$ cat config.mk
export PLATFORM = sky130hd
export DESIGN_NAME = vmem_local_dma
export DESIGN_NICKNAME = d
export VERILOG_FILES = /design/src/rtl/vmem_local_dma.sv
export SDC_FILE = /design/constraint.sdc
export NUM_CORES = 1
export LEC_CHECK = 0
export CAP_MARGIN = 10
export CORE_AREA = 2 2 248 250
export CTS_CLUSTER_SIZE = 30
export DETAILED_ROUTE_END_ITERATION = 12
export DIE_AREA = 0 0 250 252
export RECOVER_POWER = 50
export SLEW_MARGIN = 20
export SYNTH_ARGS = -nofsm -noshare
export SYNTH_HDL_FRONTEND = slang
export SYNTH_SLANG_ARGS = --single-unit
$ cat constraint.sdc
create_clock -name clk -period 20.7 [get_ports clk]
set_input_delay 3.105 -clock clk [delete_from_list [all_inputs] [get_ports clk]]
set_output_delay 3.105 -clock clk [all_outputs]
set_load 0.02 [all_outputs]
$ cat src/rtl/vmem_local_dma.sv
// vmem_local_dma: single-channel DMA between a valid/ready row stream and
// port B of a vmem_local lane memory. A command moves row_count rows starting
// at base_addr, either filling memory from in_* or draining memory to out_*.
//
// Optional feature: define VMEM_DMA_STRIDE_EN to add the row_stride port
// (latched at start). Without it the row pointer steps by one row.
//
// Port-B reads have a fixed 1-cycle latency. Drained rows land in a 2-entry
// FIFO. Reads are only issued while FIFO occupancy plus reads still in flight
// stays below two, so the FIFO cannot overflow for any out_ready pattern.
module vmem_local_dma #(
    parameter int NUMLANES     = 8,
    parameter int DATAWORDSIZE = 16,
    parameter int MEMDEPTH     = 2048,
    parameter int LOGMEMDEPTH  = $clog2(MEMDEPTH)
) (
    input  logic                                 clk,
    input  logic                                 reset,

    // command interface
    input  logic                                 start,
    input  logic                                 dir,
    input  logic [LOGMEMDEPTH-1:0]               base_addr,
    input  logic [LOGMEMDEPTH:0]                 row_count,
`ifdef VMEM_DMA_STRIDE_EN
    input  logic [LOGMEMDEPTH-1:0]               row_stride,
`endif
    output logic                                 busy,
    output logic                                 done,

    // fill stream (stream -> memory)
    input  logic                                 in_valid,
    output logic                                 in_ready,
    input  logic [NUMLANES*DATAWORDSIZE-1:0]     in_data,

    // drain stream (memory -> stream)
    output logic                                 out_valid,
    input  logic                                 out_ready,
    output logic [NUMLANES*DATAWORDSIZE-1:0]     out_data,

    // vmem_local port B
    output logic [NUMLANES*LOGMEMDEPTH-1:0]      address_b,
    output logic                                 rden_b,
    output logic                                 wren_b,
    output logic [NUMLANES*DATAWORDSIZE-1:0]     data_b,
    input  logic [NUMLANES*DATAWORDSIZE-1:0]     out_b
);

    localparam int                     ROWW      = NUMLANES * DATAWORDSIZE;
    localparam logic [LOGMEMDEPTH+1:0] DEPTH_EXT = (LOGMEMDEPTH+2)'(MEMDEPTH);
    localparam logic [LOGMEMDEPTH:0]   CNT_ONE   = (LOGMEMDEPTH+1)'(1);
    localparam logic [LOGMEMDEPTH:0]   CNT_ZERO  = '0;

    typedef enum logic [1:0] {
        ST_IDLE,
        ST_FILL,
        ST_DRAIN,
        ST_DONE
    } state_t;

    state_t                 state;
    logic [LOGMEMDEPTH-1:0] row_ptr;      // row of the next port-B access
    logic [LOGMEMDEPTH:0]   rows_left;    // accesses not yet issued
    logic [LOGMEMDEPTH:0]   beats_left;   // drain beats not yet delivered
    logic [LOGMEMDEPTH-1:0] step;
    logic [LOGMEMDEPTH-1:0] row_next;

    // drain FIFO and read pipeline
    logic [ROWW-1:0]        fifo_mem [2];
    logic                   fifo_wr_ptr;
    logic                   fifo_rd_ptr;
    logic [1:0]             fifo_cnt;
    logic                   rd_pend;      // a read was issued last cycle; out_b is valid now
    logic                   fifo_push;
    logic                   fifo_pop;
    logic [2:0]             committed;    // FIFO slots spoken for after this edge
    logic                   can_read;

`ifdef VMEM_DMA_STRIDE_EN
    logic [LOGMEMDEPTH-1:0] stride_q;
    assign step = stride_q;
`else
    assign step = LOGMEMDEPTH'(1);
`endif

    // Row increment modulo MEMDEPTH; handles non-power-of-two depths and
    // strides up to the full address range.
    function automatic logic [LOGMEMDEPTH-1:0] wrap_add(
        input logic [LOGMEMDEPTH-1:0] a,
        input logic [LOGMEMDEPTH-1:0] b
    );
        logic [LOGMEMDEPTH+1:0] sum;
        sum = {2'b00, a} + {2'b00, b};
        if (sum >= DEPTH_EXT) sum = sum - DEPTH_EXT;
        if (sum >= DEPTH_EXT) sum = sum - DEPTH_EXT;
        return sum[LOGMEMDEPTH-1:0];
    endfunction

    assign row_next  = wrap_add(row_ptr, step);
    assign out_valid = (fifo_cnt != 2'd0);
    assign out_data  = fifo_mem[fifo_rd_ptr];
    assign fifo_push = rd_pend;
    assign fifo_pop  = out_valid & out_ready;

    // Decide whether a new read may be issued next cycle: count what the FIFO
    // will hold after this edge plus the read currently on port B.
    always_comb begin
        // NOTE: every always_comb output gets a value on every path, otherwise
        // synthesis infers a latch to hold the old value.
        committed = '0;
        can_read  = 1'b0;
        committed = 3'(fifo_cnt) + 3'(fifo_push) + 3'(rden_b) - 3'(fifo_pop);
        can_read  = (state == ST_DRAIN) && (rows_left != CNT_ZERO) && (committed < 3'd2);
    end

    // Drain FIFO: captures out_b one cycle after each read strobe.
    always_ff @(posedge clk or posedge reset) begin
        if (reset) begin
            // NOTE: the two FIFO entries are reset because out_data is
            // visible directly from storage and must read zero after reset.
            fifo_mem[0] <= '0;
            fifo_mem[1] <= '0;
            fifo_wr_ptr <= 1'b0;
            fifo_rd_ptr <= 1'b0;
            fifo_cnt    <= 2'd0;
            rd_pend     <= 1'b0;
        end else begin
            rd_pend <= rden_b;
            if (fifo_push) begin
                fifo_mem[fifo_wr_ptr] <= out_b;
                fifo_wr_ptr           <= ~fifo_wr_ptr;
            end
            if (fifo_pop) begin
                fifo_rd_ptr <= ~fifo_rd_ptr;
            end
            fifo_cnt <= fifo_cnt + 2'(fifo_push) - 2'(fifo_pop);
        end
    end

    // Transfer FSM with registered port-B strobes and status outputs.
    always_ff @(posedge clk or posedge reset) begin
        if (reset) begin
            // NOTE: state uses non-blocking assignments so every register
            // samples pre-edge values, independent of statement order.
            state      <= ST_IDLE;
            row_ptr    <= '0;
            rows_left  <= '0;
            beats_left <= '0;
            busy       <= 1'b0;
            done       <= 1'b0;
            in_ready   <= 1'b0;
            rden_b     <= 1'b0;
            wren_b     <= 1'b0;
            address_b  <= '0;
            data_b     <= '0;
`ifdef VMEM_DMA_STRIDE_EN
            stride_q   <= '0;
`endif
        end else begin
            // strobes and the done pulse are single-cycle unless re-asserted
            rden_b <= 1'b0;
            wren_b <= 1'b0;
            done   <= 1'b0;

            case (state)
                ST_IDLE: begin
                    if (start) begin
                        busy       <= 1'b1;
                        row_ptr    <= base_addr;
                        rows_left  <= row_count;
                        beats_left <= row_count;
`ifdef VMEM_DMA_STRIDE_EN
                        stride_q   <= row_stride;
`endif
                        if (row_count == CNT_ZERO) begin
                            state <= ST_DONE;
                            done  <= 1'b1;
                        end else if (dir) begin
                            state <= ST_DRAIN;
                        end else begin
                            state    <= ST_FILL;
                            in_ready <= 1'b1;
                        end
                    end
                end

                ST_FILL: begin
                    if (in_valid && in_ready) begin
                        wren_b    <= 1'b1;
                        data_b    <= in_data;
                        address_b <= {NUMLANES{row_ptr}};
                        row_ptr   <= row_next;
                        rows_left <= rows_left - CNT_ONE;
                        if (rows_left == CNT_ONE) begin
                            in_ready <= 1'b0;
                        end
                    end else if (wren_b && (rows_left == CNT_ZERO)) begin
                        // the last write strobe is on port B this cycle
                        state <= ST_DONE;
                        done  <= 1'b1;
                    end
                end

                ST_DRAIN: begin
                    if (can_read) begin
                        rden_b    <= 1'b1;
                        address_b <= {NUMLANES{row_ptr}};
                        row_ptr   <= row_next;
                        rows_left <= rows_left - CNT_ONE;
                    end
                    if (fifo_pop) begin
                        beats_left <= beats_left - CNT_ONE;
                        if (beats_left == CNT_ONE) begin
                            state <= ST_DONE;
                            done  <= 1'b1;
                        end
                    end
                end

                ST_DONE: begin
                    state <= ST_IDLE;
                    busy  <= 1'b0;
                end

                default: begin
                    state <= ST_IDLE;
                    busy  <= 1'b0;
                end
            endcase
        end
    end

endmodule

==> impl_results.md, run 1 <==
- Fillers: about 5400
- CTS sink cnt: 442
- Global-route met3 utilization: 6.01%
- Met1 usage: a little over a fifth
- Clock root buffer: clkbuf_16
- Worst Path Arrival: a little over 10 ns
- Crit. End Element: asynchronous set/reset pin
- Worst Hold Class: reg -> reg
- Post-cts sizing count: 0
- Drt drc: 0
- Post-CTS Setup Inserts: 0
- CP Cell Sequence: dlygate4sd3_1, clkinvlp_2, clkbuf_1, clkbuf_1
- Post-Syn Instances: approximately 1700
- Final setup skew: between 0.015 and 0.02 ns
- Hold_buf cts: 0
- Setup TNS: 0 ns
- Seq/Total Area, Yosys: 56.0%
- TritonCTS Buffers: 51
- CP max FO: approximately 130
- Initial antenna violation count: 23
- Layout cell share with drive strength beyond 1: between 20 and 25%
- #FFs+latches synth: around 440
- Routed wire per std cell: 18.9 um
- Die area: between 0.06 and 0.07 mm2
- Max Cap Violations: 3
- Synth top area cells: dfrtp_1 (56%), mux2_2 (23%), nand2_1 (8.2%)
- Max-slew violation count: around 250
- Grt ovf: 0
- Post-Syn Nets: ~2000
- Placeable Area: ~0.060 mm2
- Synth-to-layout area growth: 42.1%
- Routed WL: 57.7 mm
- Worst-path clk slew: ~0.060 ns
- Ys async rst share: 100%
- Post-synth top area share: roughly 56%
- Final antenna-violating net count: 0
- # nets final: between 2000 and 3000
- Slew headroom: -288%
- Final Cycle Share: around 49%
- Worst Path Buf+Inv: 4
- Hold Vio Cnt, Final: 0
- Cells after DPL: 2950
- Via count: approximately 14000
- CP dominant cell by count: clkbuf_1
- CTS tree: built
- Largest net degree at the start of global routing: roughly 170
- Die Width: 250 um
- Die height: between 200 and 300 um
- Leakage Power: around 12 nW
- Mean Syn Cell Area: between 10 and 15 um2
- Pwr/cell area: 181 mW/mm2
- Via-to-Cell Ratio: about 4.7
- CTS HTree Levels: 2
- Netlist cell types: 62
- Total GRT Usage: 18.1%
- Grt peak-use layer: met2
- Hold_ws: between 0.4 and 0.5 ns
- Critical Path Source Type: input pin
- Mapped Area: 0.0198 mm2
- Failing checks: capacitance limit, slew limit
- Fmax: 0.0980 GHz
- Detailed Routing Iterations Pass 1: 5
- Io pins: about 640
- Met2 Resource Use GR: a little under a third
- Final HPWL DP: around 40 mm
- Final Critical Period: between 10 and 15 ns
- Max VDD drop: 96.2 uV
- Non-filler cells, final: around 3000
- Worst-Skew Late Latency: a little under 0.6 ns
- Post-synth EDFFs: 0
- Status: complete, but fails checks
- Vias in the first global route: between 15000 and 20000
- WP data required: between 20 and 25 ns
- Crit-path max cell delay: between 3 and 4 ns
- Area leader, netlist: dfrtp_1
- Gp weighted congestion: approximately 0.83
- Worst Setup Path Type: in -> async
- Final setup viols: 0
- RSZ-0062 raised after global routing: no
- Row count: 90
- Worst-Margin Slew: between 5 and 6 ns
- Crit path max-delay family: buffers and inverters
- Clk buf depth: 3
- Yosys warnings: 0
- Drt initial violations: approximately 660
- Starting Density: 32.9%
- Global-route wire length before repair: about 90 mm
- Slowest library cell on the worst path: clkinvlp_2
- Most common flop cell mapped by yosys: dfrtp_1
- Buffers added on ports: 634
cell usage after synthesis, types with 5 or more instances:
| cell type | number |
|---|---|
| a21oi_1 | 29 |
| buf_1 | 8 |
| buf_2 | 7 |
| buf_4 | 77 |
| clkbuf_1 | 74 |
| dfrtp_1 | 442 |
| ha_1 | 14 |
| inv_1 | 25 |
| mux2_2 | 395 |
| mux2i_1 | 10 |
| nand2_1 | 434 |
| nand3_1 | 19 |
| nand3b_1 | 9 |
| nand4_1 | 13 |
| nor2_1 | 9 |
| nor3_1 | 10 |
| nor4_1 | 5 |
| o21ai_0 | 20 |
| o22a_1 | 5 |
| o22ai_1 | 12 |
| or3_1 | 5 |
metrics by stage:
| step | power [mW] | setup slack [ns] | utilization (%) | area [um2] |
|---|---|---|---|---|
| floorplan | 3.19 | 5.28 | - | 19800 |
| global placement | 4.17 | 14.02 | 43.8 | 26300 |
| detailed placement | 4.23 | 13.89 | 43.8 | 26300 |
| CTS | 5.19 | 13.73 | 46.7 | 28100 |
| global route | 5.39 | 8.78 | 46.7 | 28100 |
| finish | 5.08 | 10.49 | 46.7 | 28100 |
worst paths after layout:
kind | startpoint | end | slack [ns] | cells past startpoint
worst max register to register | state[1] | state[1] | 16.09 | 6
max in group clk | in_valid | state[1] | 13.75 | 5
worst max-delay path | reset | fifo_mem[111] | 10.49 | 4
worst min-delay path | rden_b | fifo_push | 0.44 | 0
min in group asynchronous | reset | data_b[41] | 4.80 | 2
worst min register to register | rden_b | fifo_push | 0.44 | 0
cell families (layout without fill, tap and decap cells):
group	Yosys count	in the layout	share of synthesized area, %
fa+ha+maj	15	15	0.988
simple gates	533	533	11.4
mux	407	407	23.1
compound gates	94	94	3.12
xor+xnor	5	5	0.222
other cells	0	15	0
flops	442	442	56.0
buf+inv	192	765	5.15
registers in the layout, summed over array words and instances (netlist names), 2 cells and up:
signal / cells
fifo_cnt: 2
row_ptr: 11
data_b: 128
beats_left: 12
fifo_mem: 256
address_b: 11
state: 2
rows_left: 12
final cells by class:
class | instances | area (um2) | share of cell area, %
Sequential cell | 442 | 11100 | 39.4
Multi-Input combinational cell | 1054 | 7700 | 27.4
Timing Repair Buffer | 647 | 6460 | 23.0
Clock buffer | 76 | 1520 | 5.42
Tap cell | 782 | 978 | 3.48
Clock inverter | 16 | 213 | 0.757
Inverter | 26 | 100 | 0.356
Antenna cell | 15 | 37.5 | 0.134
cell usage in the layout (no fill, tap or decap), types with 3 or more instances in the layout:
| master | count |
|---|---|
| nor3_1 | 10 |
| clkbuf_1 | 13 |
| o21ai_0 | 21 |
| ha_1 | 14 |
| inv_1 | 23 |
| bufinv_16 | 4 |
| and2_1 | 4 |
| o22ai_1 | 12 |
| clkinv_2 | 6 |
| dlygate4sd3_1 | 257 |
| dfrtp_1 | 441 |
| nand3_1 | 18 |
| nand4_1 | 13 |
| nor2_1 | 8 |
| nor4_1 | 5 |
| a22o_1 | 4 |
| nand2_1 | 433 |
| buf_4 | 9 |
| mux2_2 | 395 |
| and3_2 | 3 |
| or3_1 | 5 |
| mux2i_1 | 10 |
| nand3b_1 | 9 |
| a21o_1 | 3 |
| or4b_1 | 3 |
| nand4b_1 | 3 |
| inv_6 | 3 |
| o22a_1 | 5 |
| clkdlybuf4s50_1 | 377 |
| clkbuf_8 | 13 |
| xnor2_1 | 4 |
| diode_2 | 15 |
| clkbuf_16 | 52 |
| a21oi_1 | 29 |
layer usage:
metal	vias up	wire, um	share of wire, %
met2	454	28500	49
met1	7188	23200	40
li1	6730	-	-
met3	103	4310	7.5
met4	12	1570	2.7
met5	-	79	0.14
power by group:
group          internal (mW)  switching (mW)  leakage [nW]  total [mW]
clock network          0.559           0.370         0.858       0.929
logic                   1.27            1.32          6.22        2.60
registers               1.29           0.259          5.34        1.55
Note: power is estimated with default switching activity, not from simulation.
==> inputs of run 2 (changes only) <==
==> constraint.sdc (replaced) <==
create_clock -name clk -period 10 [get_ports clk]
set_input_delay 1.5 -clock clk [delete_from_list [all_inputs] [get_ports clk]]
set_output_delay 1.5 -clock clk [all_outputs]
set_load 0.02 [all_outputs]
==> run 2 against run 1 <==
Critical endpoint is now fifo_mem[235]. Clock-buffer cell count increased by 5. Highest routed layer unchanged. The flow still finishes with violations (capacitance limit, slew limit). Non-clock buffer count unchanged. Sequential cell count unchanged.
==> impl_results.md, run 2 (synthesis results as in run 1) <==
- Slew headroom: -198% (+90 points)
- Post-cts sizing count: 0 (unchanged)
- Switch share: 38.4% (about the same)
- Post-CTS Setup Inserts: 0 (unchanged)
- Worst-path clk slew: 0.06 ns (about the same)
- Leakage Power: 12.4 nW (-0.45%)
- R2R Path Start: fifo_push
- CTS HTree Levels: 2 (unchanged)
- Global-route wire length before repair: 90.1 mm (+0.32%)
- Max VDD drop: 191 uV (+99%)
- TritonCTS Buffers: 51 (unchanged)
- Worst flop-to-flop path endpoint: fifo_mem[235]
- Setup WS post-layout: 3.33 ns (-7.16 ns)
- Buffers added on ports: 634 (unchanged)
- Logic pwr share: 50.8% (-0.3 points)
- Row count: 90 (unchanged)
- Gp weighted congestion: 0.882 (+6.8%)
- Max Cap Violations: 7 (+4)
- Clock root buffer: clkbuf_16
- Crit. End Element: flop
- Max FFs per register: 256 (unchanged)
- Final Cycle Share: about two thirds
- Via-to-Cell Ratio: 4.74 (about the same)
- Vias in the first global route: 15343 (-1.6%)
- Worst-Margin Slew: 4.47 ns (-1.31 ns)
- Die area: 0.0630 mm2 (unchanged)
- Worst Path Arrival: 7.14 ns (-3.08 ns)
- Top flop regs: fifo_mem (256), data_b (128)
- Synth-to-layout area growth: 41.5%
- Initial antenna violation count: 13 (-43%)
- Most flop-heavy register: fifo_mem
- Worst-Skew Late Latency: 0.58 ns (about the same)
- WP data required: 10.47 ns (-10.24 ns)
- Post-place instance area: 0.0263 mm2 (about the same)
- Multi-input combinational cell area: 0.00766 mm2 (-0.62%)
- CTS tree: built
- Seq pwr share: 31.4% (+0.8 points)
- Most common cell after layout, fill and taps aside: clkdlybuf4s50_1
- Worst Path Buf+Inv: 3 (-1)
- Clock network power share: 17.9% (-0.4 points)
- Slowest library cell on the worst path: clkbuf_1
- Status: complete, but fails checks
- Worst slack, placed: 4.90 ns (-8.99 ns)
- # nets final: 2522 (unchanged)
- Final Critical Period: between 6 and 7 ns
- Starting Density: 32.9% (unchanged)
- RSZ-0062 raised after global routing: no
- Grt ovf: 0 (unchanged)
- Die Width: 250 um (unchanged)
- Drt drc: 0 (unchanged)
- Length in cells of the worst reg-to-reg path: 5 (-1)
- CTS sink cnt: 442 (unchanged)
- Placeable Area: 0.0601 mm2 (unchanged)
- Final setup viols: 0 (unchanged)
- Final setup skew: 0.0134 ns (-0.00494 ns)
- Worst setup startpoint: fifo_push
- Setup TNS: 0 ns (unchanged)
- Total GRT Usage: 18.2% (+0.13 points)
- Failing checks: capacitance limit, slew limit
- Internal power: 6.46 mW (+110%)
- WP depth: 5 (+1)
- Io pins: 635 (unchanged)
- Final antenna-violating net count: 0 (unchanged)
- CP Cell Sequence: inv_1, nor2_1, clkbuf_1, buf_4, mux2_2
- Hold Vio Cnt, Final: 0 (unchanged)
- Clk buf depth: 3 (unchanged)
- Worst reg2reg setup slack: 3.33 ns (-12.76 ns)
- FF/Latch Area: 0.0111 mm2 (unchanged)
- Fmax: 0.150 GHz
- Max-slew violation count: 376 (+53%)
- Sw Pwr: 4.03 mW (+110%)
- CP max FO: 66 (-48%)
- Final instance area: 0.0280 mm2 (-0.40%)
- Via count: 14454 (-0.23%)
- Final HPWL DP: 41.2 mm (+2.4%)
- Routed wire per std cell: 19.2 um (+1.8%)
- Layout cell share with drive strength beyond 1: 21.7% (-0.43 points)
- Routed WL: 58.6 mm (+1.5%)
- Largest net degree at the start of global routing: 176 (+6.0%)
- Drt initial violations: 685 (+4.6%)
- Pwr/cell area: 375 mW/mm2 (+110%)
- Die height: 252 um (unchanged)
- Detailed Routing Iterations Pass 1: 5 (unchanged)
- Most frequent cells in the layout: clkdlybuf4s50_1 (480), dfrtp_1 (441), nand2_1 (434)
- Critical Path Source Type: flop
- Crit-path max cell delay: 2.96 ns (-0.26 ns)
- Worst Setup Path Type: reg -> reg
- Fillers: 5523 (+1.4%)
- Worst Hold Class: reg -> reg
- Hold_buf cts: 0 (unchanged)
- CP endpoint: fifo_mem[235]
- Crit path max-delay family: buffers and inverters
==> run 2: per-stage QoR <==
stage	total power, mW	hold slack (ns)	utilization, %	instances
6_report	10.5	0.406	46.5	3050
5_1_grt	11.1	0.427	46.5	3050
4_1_cts	10.7	0.416	46.6	3042
3_5_place_dp	8.75	0.401	43.8	2951
3_3_place_gp	8.66	0.396	43.8	2951
2_1_floorplan	6.60	0.463	-	1688
==> run 2: area by class of cell <==
cell class                      instances  area share, %
Antenna cell                            8         0.0716
Clock buffer                           81           5.61
Clock inverter                         10          0.443
Inverter                               26          0.358
Multi-Input combinational cell       1054           27.4
Sequential cell                       442           39.6
Tap cell                              782           3.50
Timing Repair Buffer                  647           23.1
==> run 2: worst register-to-register path: stages, from the launching register on <==
cell      delay [ns]
dfrtp_1         0.41
inv_1           0.08
nor2_1          1.75
clkbuf_1        2.97
buf_4           0.91
mux2_2          0.44
==> run 2: per-layer routing <==
metal	track usage (%)	part of all wire, %	routed length (um)	vias to the layer above
li1	-	-	-	6733
met1	22.2	41	24100	7156
met2	30.1	48	28300	457
met3	5.83	7.3	4290	100
met4	6.83	3.1	1810	8
met5	0	0.080	47	-
==> run 2: worst min-delay path by stage <==
stage,startpoint,endpoint,slack (ns),cells after the start
after floorplan,fifo_wr_ptr,fifo_wr_ptr,0.46,1
after global placement,rden_b,fifo_push,0.40,0
after detailed placement,rden_b,fifo_push,0.40,0
after CTS,rden_b,fifo_push,0.42,0
after global routing,rden_b,fifo_push,0.43,0
final,rden_b,fifo_push,0.41,0
==> run 2: power groups by stage <==
stage | registers [mW] | logic (mW) | clock network [mW]
after floorplan | 3.43 | 3.18 | 0
after global placement | 3.31 | 5.35 | 0
after detailed placement | 3.32 | 5.43 | 0
after CTS | 3.31 | 5.46 | 1.94
after global routing | 3.41 | 5.69 | 2.01
final | 3.29 | 5.33 | 1.87
==> inputs of run 3 (changes only) <==
==> constraint.sdc (replaced) <==
create_clock -name clk -period 6 [get_ports clk]
set_input_delay 0.9 -clock clk [delete_from_list [all_inputs] [get_ports clk]]
set_output_delay 0.9 -clock clk [all_outputs]
set_load 0.02 [all_outputs]
==> run 3 against run 2 <==
The run still ends with capacitance limit, slew limit left. Core utilization increased by 0.071 points. First-iteration DRC count decreased by 18%. Register-to-register slack got worse by 1.7 ns. Sequential share of layout area decreased by 0.060 points. Hold slack improved by 0.020 ns. Non-clock buffer count increased by 1. Critical path type is now in -> reg. Critical endpoint is now row_ptr[0]. Highest routed layer unchanged.
==> impl_results.md, run 3 (synthesis results as in run 1) <==
- Drt drc: 0 (unchanged)
- Initial antenna violation count: 14 (+1)
- Top flop regs: fifo_mem (256), data_b (128)
- Placeable Area: 0.0601 mm2 (unchanged)
- Setup WS post-layout: 1.51 ns (-1.82 ns)
- Die height: 252 um (unchanged)
- Hold Vio Cnt, Final: 0 (unchanged)
- Max FFs per register: 256 (unchanged)
- CTS sink cnt: 442 (unchanged)
- Met1 usage: 20.7% (-1.5 points)
- Worst-path clk slew: 0.06 ns (about the same)
- Fillers: 5414 (-2.0%)
- Row count: 90 (unchanged)
- Most common cell after layout, fill and taps aside: clkdlybuf4s50_1
- Max VDD drop: 306 uV (+60%)
- R2R Path Start: fifo_cnt[1]
- CTS tree: built
- Final Critical Period: around 4.5 ns
- Final Cycle Share: between 70% and 80%
- Clock root buffer: clkbuf_16
- CTS HTree Levels: 2 (unchanged)
- Grt peak-use layer: met2
- Met2 Resource Use GR: 29.9% (-0.22 points)
- Starting Density: 32.9% (unchanged)
- Largest net degree at the start of global routing: 151 (-14%)
- Die area: 0.0630 mm2 (unchanged)
- Routed WL: 56.8 mm (-2.9%)
- Most flop-heavy register: fifo_mem
- Post-CTS Setup Inserts: 0 (unchanged)
- Via count: 14448 (-0.042%)
- Crit. End Element: flop
- Status: complete, but fails checks
- Global-route wire length before repair: 87.8 mm (-2.6%)
- CP max FO: 31 (-53%)
- Final setup skew: 0.00909 ns (-0.00426 ns)
- Max-slew violation count: 382 (+1.6%)
- Detailed Routing Iterations Pass 1: 4 (-1)
- Multi-input combinational cell area: 0.00769 mm2 (+0.41%)
- Final setup viols: 0 (unchanged)
- Worst slack, placed: 1.52 ns (-3.39 ns)
- Hold_buf cts: 0 (unchanged)
- Synth-to-layout area growth: 41.8%
- Leakage Power: 12.2 nW (-1.4%)
- # nets final: 2522 (unchanged)
- Clk buf depth: 3 (unchanged)
- Global-route met3 utilization: 6.06% (+0.23 points)
- Worst Setup Path Type: in -> reg
- TritonCTS Buffers: 50 (-2.0%)
- CP endpoint: row_ptr[0]
- Worst reg2reg setup slack: 1.65 ns (-1.68 ns)
- Fmax: 0.223 GHz
- Grt ovf: 0 (unchanged)
- RSZ-0062 raised after global routing: no
- Worst setup startpoint: out_ready
- Final core utilization: 46.6% (+0.071 points)
- Drt initial violations: 559 (-18%)
- Non-filler cells, final: 3050 (unchanged)
- Worst Hold Class: reg -> reg
- Die Width: 250 um (unchanged)
- Worst Path Arrival: 4.99 ns (-2.15 ns)
- Vias in the first global route: 15361 (+0.12%)
- Gp weighted congestion: 0.855 (-3.1%)
- Worst-Margin Slew: 3.18 ns (-1.30 ns)
- Layout cell share with drive strength beyond 1: 21.9% (+0.21 points)
- Worst flop-to-flop path endpoint: row_ptr[0]
- Length in cells of the worst reg-to-reg path: 12 (+7)
- Post-cts sizing count: 0 (unchanged)
- Buffers added on ports: 634 (unchanged)
- Total GRT Usage: 17.6% (-0.58 points)
- Via-to-Cell Ratio: 4.74 (about the same)
- Critical Path Source Type: input pin
- Final HPWL DP: 39.7 mm (-3.5%)
- Hold_ws: 0.426 ns (+0.0200 ns)
- Cells after DPL: 2952 (+0.034%)
- Failing checks: capacitance limit, slew limit
- Worst-Skew Late Latency: 0.58 ns (about the same)
- FF/Latch Area: 0.0111 mm2 (unchanged)
- Final antenna-violating net count: 0 (unchanged)
- Routed wire per std cell: 18.6 um (-2.9%)
- Pwr/cell area: 628 mW/mm2 (+67%)
- Max Cap Violations: 6 (-1)
- WP data required: 6.49 ns (-3.98 ns)
- Most frequent cells in the layout: clkdlybuf4s50_1 (631), dfrtp_1 (441), nand2_1 (434)
- Slew headroom: -112% (+86 points)
- Io pins: 635 (unchanged)
## run 3: cell count changes in the layout (fill, tap and decap cells not counted), sizes merged, moves of 2 or more
cell	delta
clkbuf	-7
clkdlybuf4s50	+151
bufinv	+2
clkinvlp	-3
dlygate4sd3	-151
clkinv	+10
## run 3: where the power goes
part           switching (mW)  total (mW)  internal (mW)
registers               0.976        5.44           4.46
clock network            1.24        3.10           1.87
logic                    4.48        9.04           4.56
## run 3: critical path, stage by stage
cell,delay [ns]
dlygate4sd3_1,0.56
o21ai_0,0.28
clkinv_1,0.37
ha_1,0.38
inv_1,0.04
ha_1,0.26
a21o_1,0.19
fa_1,0.37
xnor2_1,0.15
o21ai_1,0.18
and3_1,0.91
o21ai_0,0.20
o21ai_0,0.20
## run 3: through the flow
stage	cell area, um2	power, mW	TNS (ns)
3_5_place_dp	26400	14.6	0
4_1_cts	28100	17.8	0
3_3_place_gp	26400	14.4	0
2_1_floorplan	19800	11.0	-385.97
6_report	28000	17.6	0
5_1_grt	28000	18.7	0
## run 3: final cells by class
cell class                 instances  area share, %
antenna                            7         0.0625
clock inverter                    18          0.773
multi-input combinational       1054           27.4
timing repair buffer             648           23.1
clock buffer                      73           5.24
inverter                          26          0.362
sequential                       442           39.5
tap                              782           3.49
## run 3: worst min path at each step
| stage | end | slack [ns] | startpoint | cells after the start |
|---|---|---|---|---|
| 2_1_floorplan | fifo_wr_ptr | 0.46 | fifo_wr_ptr | 1 |
| 3_3_place_gp | fifo_push | 0.40 | rden_b | 0 |
| 3_5_place_dp | fifo_push | 0.41 | rden_b | 0 |
| 4_1_cts | fifo_push | 0.43 | rden_b | 0 |
| 5_1_grt | fifo_push | 0.45 | rden_b | 0 |
| 6_report | fifo_push | 0.43 | rden_b | 0 |
## run 3: per-layer routing
metal	share of wire, %	vias to the layer above
li1	-	6736
met1	39	7120
met2	49	468
met3	8.3	112
met4	3.4	12
met5	0.14	-
